## src/rtl/pipe_ctrl.sv

```systemverilog
`default_nettype none
// ============================================================================
// Module   : pipe_ctrl
// Purpose  : Pipeline hazard controller. Merges per-stage stall requests
//            into a cascaded stall vector, issues redirect flushes and defers
//            any flush whose source stage is held. Counts stall and flush
//            events and runs a watchdog that flags a long stall.
// Ports    : clk, rst            - clock, synchronous active-high reset
//            stallreq[STAGES]    - stage i cannot advance this cycle
//            flushreq[STAGES]    - stage j redirects, kill stages 0..j-1
//            cnt_clr             - clear both performance counters
//            stall[STAGES]       - stage register i holds
//            flush[STAGES]       - stage register i loads a bubble
//            stall_cycles, flush_count - saturating event counters
//            hang                - sticky watchdog flag
// Revision : 1.0 - initial release
// ============================================================================
module pipe_ctrl #(
    parameter int STAGES  = 5,
    parameter int CNT_W   = 32,
    parameter int TIMEOUT = 1024
) (
    input  logic              clk,
    input  logic              rst,
    input  logic [STAGES-1:0] stallreq,
    input  logic [STAGES-1:0] flushreq,
    input  logic              cnt_clr,
    output logic [STAGES-1:0] stall,
    output logic [STAGES-1:0] flush,
    output logic [CNT_W-1:0]  stall_cycles,
    output logic [CNT_W-1:0]  flush_count,
    output logic              hang
);

    localparam logic [CNT_W-1:0] c_CNT_MAX = '1;

    logic [STAGES-1:1] r_pend_q;
    logic [STAGES-1:1] w_pend_d;
    logic [STAGES-1:0] w_stall;
    logic [STAGES-1:0] w_req;
    logic [STAGES-1:0] w_kill;
    logic [STAGES-1:0] w_flush;
    logic              w_src_stalled;
    logic              w_issue;
    logic              w_stall_any;
    logic [CNT_W-1:0]  r_stall_cycles_q;
    logic [CNT_W-1:0]  w_stall_cycles_d;
    logic [CNT_W-1:0]  r_flush_count_q;
    logic [CNT_W-1:0]  w_flush_count_d;

    // Stall merge: a stage holds if it or any older stage requests a stall.
    always_comb begin
        w_stall = '0;
        if (!rst) begin
            w_stall[STAGES-1] = stallreq[STAGES-1];
            for (int i = STAGES - 2; i >= 0; i--) begin
                w_stall[i] = w_stall[i+1] | stallreq[i];
            end
        end
    end

    assign w_stall_any = |w_stall;

    // Flush source selection. Pending flushes are merged with new requests so
    // a deferred flush re-issues by itself, and a re-request in the release
    // cycle collapses onto the same single flush.
    always_comb begin
        w_req         = flushreq | {r_pend_q, 1'b0};
        w_req[0]      = 1'b0;
        w_src_stalled = 1'b0;
        // Ascending scan: the highest requesting stage decides.
        for (int i = 1; i < STAGES; i++) begin
            if (w_req[i]) begin
                w_src_stalled = w_stall[i];
            end
        end
        w_issue = (|w_req) & ~w_src_stalled & ~rst;
        // Stage i is killed when any stage above it is a flush source.
        w_kill  = '0;
        for (int i = STAGES - 2; i >= 0; i--) begin
            w_kill[i] = w_kill[i+1] | w_req[i+1];
        end
        w_flush = w_issue ? w_kill : '0;
    end

    // An issued flush kills every lower stage, so all pending bits retire.
    always_comb begin
        w_pend_d = r_pend_q | flushreq[STAGES-1:1];
        if (w_issue) begin
            w_pend_d = '0;
        end
    end

    always_comb begin
        w_stall_cycles_d = r_stall_cycles_q;
        w_flush_count_d  = r_flush_count_q;
        if (cnt_clr) begin
            w_stall_cycles_d = '0;
            w_flush_count_d  = '0;
        end else begin
            if (w_stall_any && (r_stall_cycles_q != c_CNT_MAX)) begin
                w_stall_cycles_d = r_stall_cycles_q + CNT_W'(1);
            end
            if (w_issue && (r_flush_count_q != c_CNT_MAX)) begin
                w_flush_count_d = r_flush_count_q + CNT_W'(1);
            end
        end
    end

    always_ff @(posedge clk) begin
        if (rst) begin
            r_pend_q         <= '0;
            r_stall_cycles_q <= '0;
            r_flush_count_q  <= '0;
        end else begin
            r_pend_q         <= w_pend_d;
            r_stall_cycles_q <= w_stall_cycles_d;
            r_flush_count_q  <= w_flush_count_d;
        end
    end

    generate
        if (TIMEOUT > 0) begin : g_wdog
            localparam int               RUN_W     = $clog2(TIMEOUT + 1);
            localparam logic [RUN_W-1:0] c_RUN_MAX = RUN_W'(TIMEOUT);

            logic [RUN_W-1:0] r_run_q;
            logic [RUN_W-1:0] w_run_d;
            logic             r_hang_q;
            logic             w_hang_d;

            always_comb begin
                w_run_d  = '0;
                w_hang_d = r_hang_q;
                if (w_stall_any) begin
                    w_run_d = r_run_q;
                    if (r_run_q != c_RUN_MAX) begin
                        w_run_d = r_run_q + RUN_W'(1);
                    end
                    // This edge completes the TIMEOUT-th stalled cycle.
                    if (r_run_q >= c_RUN_MAX - RUN_W'(1)) begin
                        w_hang_d = 1'b1;
                    end
                end
            end

            always_ff @(posedge clk) begin
                if (rst) begin
                    r_run_q  <= '0;
                    r_hang_q <= 1'b0;
                end else begin
                    r_run_q  <= w_run_d;
                    r_hang_q <= w_hang_d;
                end
            end

            assign hang = r_hang_q;
        end else begin : g_no_wdog
            assign hang = 1'b0;
        end
    endgenerate

    assign stall        = w_stall;
    assign flush        = w_flush;
    assign stall_cycles = r_stall_cycles_q;
    assign flush_count  = r_flush_count_q;

endmodule
`default_nettype wire

```

## config.mk

```make
export PLATFORM = sky130hd
export DESIGN_NAME = pipe_ctrl
export DESIGN_NICKNAME = d
export VERILOG_FILES = /design/src/rtl/pipe_ctrl.sv
export SDC_FILE = /design/constraint.sdc
export NUM_CORES = 1
export LEC_CHECK = 0
export CAP_MARGIN = 20
export CORE_MARGIN = 1
export CORE_UTILIZATION = 30
export CTS_BUF_LIST = sky130_fd_sc_hd__clkbuf_8 sky130_fd_sc_hd__clkbuf_16
export CTS_CLUSTER_DIAMETER = 100
export DETAILED_ROUTE_END_ITERATION = 10
export GPL_TIMING_DRIVEN = 0
export PLACE_DENSITY_LB_ADDON = 0.12
export SLEW_MARGIN = 20
export SYNTH_ARGS = -nofsm -noshare
export SYNTH_HDL_FRONTEND = slang
export SYNTH_SLANG_ARGS = --single-unit
```

## constraint.sdc

```tcl
create_clock -name clk -period 3.06 [get_ports clk]
set_input_delay 0.918 -clock clk [delete_from_list [all_inputs] [get_ports clk]]
set_output_delay 0.918 -clock clk [all_outputs]
set_load 0.01 [all_outputs]
```

Word level (Yosys, flattened, before mapping)
Cells that the tools add are included.
Cells by class
  div/mod/pow operators: 0
  shift operators: 0
  bitwise logic cells: 14
  multiply operators: 0
  reduce and logical (&&, ||, !) cells: 8
  muxes and demuxes: 6
  equality and inequality tests: 3
  $lt $le $gt $ge: 1
  add/subtract/negate cells: 3
Operators by type and width (number)
  adder 32 x 1 -> 32 bit (second input constant): 2
  inequality test 32 bit (second input constant): 2
  adder 11 x 1 -> 11 bit (second input constant): 1
  >= comparator 11 x 10 -> 1 bit (second input constant): 1
  inequality test 11 bit (second input constant): 1
  OR 1 bit: 7
  OR reduction 2 bit: 3
  2-to-1 mux 5 bit: 1
  OR 5 bit: 1
  OR reduction 5 bit: 1
  2-to-1 mux 1 bit: 4
  2-to-1 mux 4 bit: 1
  OR 4 bit: 1
  OR reduction 4 bit: 1
  NOT 1 bit: 3
  AND 1 bit: 2
  logical AND 1 bit: 2
  AND reduction 2 bit: 1
Storage, ports and cells
  memory bits (writable): 0
  memory bits (read-only): 0
  latch bits: 0
  memories kept: 0
  register bits: 80
  bits of input ports: 13
  logic and storage cells: 40

Logic depth before layout (Yosys ltp)
  word-level depth: 13
  mapped depth: 8

Worst setup path before layout
No wires, ideal clock.
  path type: input to output
  start: input flushreq[4]
  end: output flush[2]
  path buffers: 2
  stages: 6
  data required time: 2.142 ns
  path slack: -0.112 ns
  data arrival time: 2.254 ns
  cells stage by stage: or2_2 > a221oi_2 > buf_4 > buf_2 > nand2_1 > a21oi_1
Between the ends
  cells in the longest elaborated chain, start to end: 6
  elaborated cells on any way between the ends: 8
RTL lines
  start, declared: line 26  | input logic [STAGES-1:0] flushreq,
  OR 5 bit *: line 68  | w_req = flushreq | {r_pend_q, 1'b0};
  2-to-1 mux 1 bit: line 73  | if (w_req[i]) begin
  NOT 1 bit: line 77  | w_issue = (|w_req) & ~w_src_stalled & ~rst;
  AND 1 bit (2 in series): line 77
  2-to-1 mux 4 bit *: line 83  | w_flush = w_issue ? w_kill : '0;
  end, declared: line 29  | output logic [STAGES-1:0] flush,
Mark *: on every way between the ends. The rest lies on a longest branch, timed or not.

Worst setup path after layout
  start: input stallreq[2]
  end: output flush[2]
Between the ends
  cells in the longest elaborated chain, start to end: 11
RTL lines
  start, declared: line 25  | input logic [STAGES-1:0] stallreq,
  OR 1 bit *: line 57  | w_stall[i] = w_stall[i+1] | stallreq[i];
  OR 1 bit: line 57
  2-to-1 mux 5 bit *: line 54  | if (!rst) begin
  2-to-1 mux 1 bit: line 73
  2-to-1 mux 1 bit * (3 in series): line 73
  NOT 1 bit *: line 77
  AND 1 bit * (2 in series): line 77
  2-to-1 mux 4 bit *: line 83
Marked as above.

==> impl_metrics.py <==
metrics = {
    "run_status": {
        "run_status": "completed",
    },
    "synth": {
        "postSynthCellCount": 476,
        "postSynthNetCount": 493,
        "ys_ff_latch": 80,
        "dominantRegCellSynth": "sky130_fd_sc_hd__dfxtp_1",
        "synth.lib_cells_used.distinct": 50,
        "ys.warnings.count": 0,
        "synth_seq_area_share": 0.3919,
        "synthDominantAreaCellType": "sky130_fd_sc_hd__dfxtp_1",
        "synthTopCellsByArea": "sky130_fd_sc_hd__dfxtp_1 (39%), sky130_fd_sc_hd__xor2_1 (9.2%), sky130_fd_sc_hd__nor2_1 (7.1%)",
        "mean_syn_cell_area_sq_um": 8.585,
        "netlist.area_leader.share": 0.3919,
        "synth.cell_area_sq_um": 4086,
        "synth-edff-count": 0,
        "async_reset_ff_frac": 0,
    },
    "setup_path": {
        "crit_fanout": 3,
        "critPathRequiredTime_ps": 2140,
        "timing.critical_path.arrival_ps": 2130,
        "reg2reg_slack_ps": 800,
        "worstSetupEndpointType": "primary output",
        "crit_type": "in2out",
        "crit_path_launch_type": "input port",
    },
    "power": {
        "power_mw": 2.318,
        "peakVddDrop_mv": 0.2256,
        "power.static_leakage_nw": 1.988,
        "power_density_nw_per_um2": 411.5,
    },
    "layout": {
        "filler_cell_count": 1359,
        "leading_cell_types_in_the_layout_fill_and_taps_excluded": "sky130_fd_sc_hd__dfxtp_1 (80), sky130_fd_sc_hd__nor2_1 (71), sky130_fd_sc_hd__clkdlybuf4s50_1 (68)",
        "antenna_cells": 0,
        "layout.cells.most_common": "sky130_fd_sc_hd__dfxtp_1",
        "multiInputGateArea_sq_um": 2437,
        "ff_latch_area_sq_um": 1602,
        "nNetsFinal": 601,
        "fin_area_sq_um": 5632,
        "area.growth.synth_to_final_pct": 37.81,
        "layout-drive-gt1-share": 0.1358,
    },
    "sta": {
        "achievable-frequency_mhz": 328.6,
        "rsz0062_at_grt": "true",
        "setup_viol_count_final": 0,
        "final-max-slew-violation-count": 0,
        "layout_min_cycle_time_ps": 3043,
        "hold_ws_ps": 476.9,
        "skew_ps": 5.430,
        "timing.final.crit_share": 0.9946,
        "report.final.hold_viol_count": 0,
        "relSlewSlack": 0.5347,
        "worst-slew-pin-transition_ps": 695.4,
    },
    "clocking": {
        "ctsHtreeMaxLevel": 3,
        "cts_inserted_buffers": 9,
        "cts.reportedPaths.clkPinSlew_ps": 60,
        "clock-root-buffer": "sky130_fd_sc_hd__clkbuf_16",
        "cts_hold_buf": 0,
        "cts.path.max_buffers": 2,
        "clk_latency_ps": 350,
        "cts_tree": "built",
        "cts_sinks": 80,
    },
    "detailed_routing": {
        "vias_per_cell": 5.007,
        "detail_route.wl_per_cell_um": 14.97,
        "detail_route.wirelength_um": 11450,
        "dr.first_iter.drc_count": 188,
        "firstDrtPassIters": 4,
        "drcViolationCount": 0,
        "via_count": 3830,
        "drtAntennaViolNets": 0,
    },
    "global_route": {
        "global_route.overflow_total": 0,
        "grt_util_all_layers": 0.1690,
        "largest_net_degree_at_the_start_of_global_routing": 14,
        "grt_first_pass_wirelength_um": 18730,
        "number_of_global_route_vias_before_repair": 3620,
        "antenna_found_initial": 0,
    },
    "min_path": {
        "hp-class": "reg2reg",
    },
    "die": {
        "dieHeight_um": 118.7,
        "placeableCoreArea_sq_um": 13240,
        "die_x_um": 118.7,
        "die_area_sq_um": 14090,
        "fp-row-count": 42,
        "floorplan.initialDensity": 0.3086,
        "floorplan.io_pins": 88,
    },
    "place": {
        "place.gp.congestion": 0.8476,
        "place_hpwl_um": 8211,
        "port_buffers": 85,
        "post_dp_cell_area_sq_um": 5187,
    },
    "job": {
        "maxCapViolCount": 0,
    },
}
-- sequential cells by signal, indices dropped and copies added (netlist names) --
| register | count |
|---|---|
| g_wdog.r_run_q | 11 |
| r_pend_q | 4 |
| stall_cycles | 32 |
| hang | 1 |
| flush_count | 32 |
-- cells by family after synthesis --
logic type / count (synthesis) / share of synthesized area
compound gates: 43 / 0.08175
xor+xnor: 55 / 0.1179
fa+ha+maj: 4 / 0.01225
buf+inv: 30 / 0.03521
flops: 80 / 0.3919
mux: 6 / 0.01500
other cells: 1 / 0.0009177
simple gates: 257 / 0.3451
-- stage by stage --
step | util | instances | TNS [ps] | setup WS [ps]
after global placement | 0.3917 | 737 | -14750 | -1365
after global routing | 0.4253 | 765 | -90.75 | -51.87
after detailed placement | 0.3917 | 737 | -16070 | -1376
after floorplan | - | 476 | 0 | 16.31
final | 0.4253 | 765 | 0 | 16.63
after CTS | 0.4233 | 763 | -3.036 | -3.036
-- worst paths after layout --
path,end,depth (start not counted),startpoint
max,flush[2],8,stallreq[2]
min,hang,2,hang
max reg2reg,stall_cycles[8],6,stall_cycles[24]
min reg2reg,hang,2,hang
-- Yosys cell counts (10+ instances only) --
cell                       instances
sky130_fd_sc_hd__nor3_1           10
sky130_fd_sc_hd__xor2_1           43
sky130_fd_sc_hd__a21oi_1          13
sky130_fd_sc_hd__xnor2_1          12
sky130_fd_sc_hd__or3_1            11
sky130_fd_sc_hd__nand2_1          31
sky130_fd_sc_hd__nand3_1          25
sky130_fd_sc_hd__clkbuf_1         10
sky130_fd_sc_hd__nor2_1           77
sky130_fd_sc_hd__and4_1           10
sky130_fd_sc_hd__and3_1           19
sky130_fd_sc_hd__nand4_1          37
sky130_fd_sc_hd__dfxtp_1          80
sky130_fd_sc_hd__inv_1            11
-- layer usage --
| layer | vias up | routed length, um | GRT usage |
|---|---|---|---|
| li1 | 1919 | - | - |
| met1 | 1806 | 5475 | 0.2266 |
| met2 | 94 | 5336 | 0.2686 |
| met3 | 11 | 449 | 0.02558 |
| met4 | 0 | 191 | 0.07199 |
| met5 | - | 0 | 0 |
-- layout make-up --
type	instances	share of cell area
Buffer	16	0.01888
Clock buffer	9	0.03999
Clock inverter	7	0.01111
Inverter	11	0.007332
Multi-Input combinational cell	366	0.4328
Sequential cell	80	0.2844
Tap cell	176	0.03910
Timing Repair Buffer	100	0.1664
-- report_power, final --
| group | internal (mW) | switching, mW | total [mW] | leakage (nW) |
|---|---|---|---|---|
| Sequential | 1.05 | 0.0105 | 1.06 | 0.645 |
| Combinational | 0.0807 | 0.108 | 0.189 | 1.20 |
| Clock | 0.624 | 0.444 | 1.07 | 0.145 |
-- worst max-delay path, stage by stage --
cell and delay (ps):
sky130_fd_sc_hd__buf_8 110, sky130_fd_sc_hd__nor4_4 340, sky130_fd_sc_hd__nor4b_4 90, sky130_fd_sc_hd__o211ai_2 230
sky130_fd_sc_hd__buf_6 150, sky130_fd_sc_hd__nand2_4 50, sky130_fd_sc_hd__a21oi_2 100, sky130_fd_sc_hd__buf_2 140
-- timing repair --
action	in CTS	in global routing
setup endpoints to repair	9	5
gates cloned	0	0
resized for setup	72	10
pin swaps	10	6
buffers inserted	13	2
(Power assumes the default switching activity.)
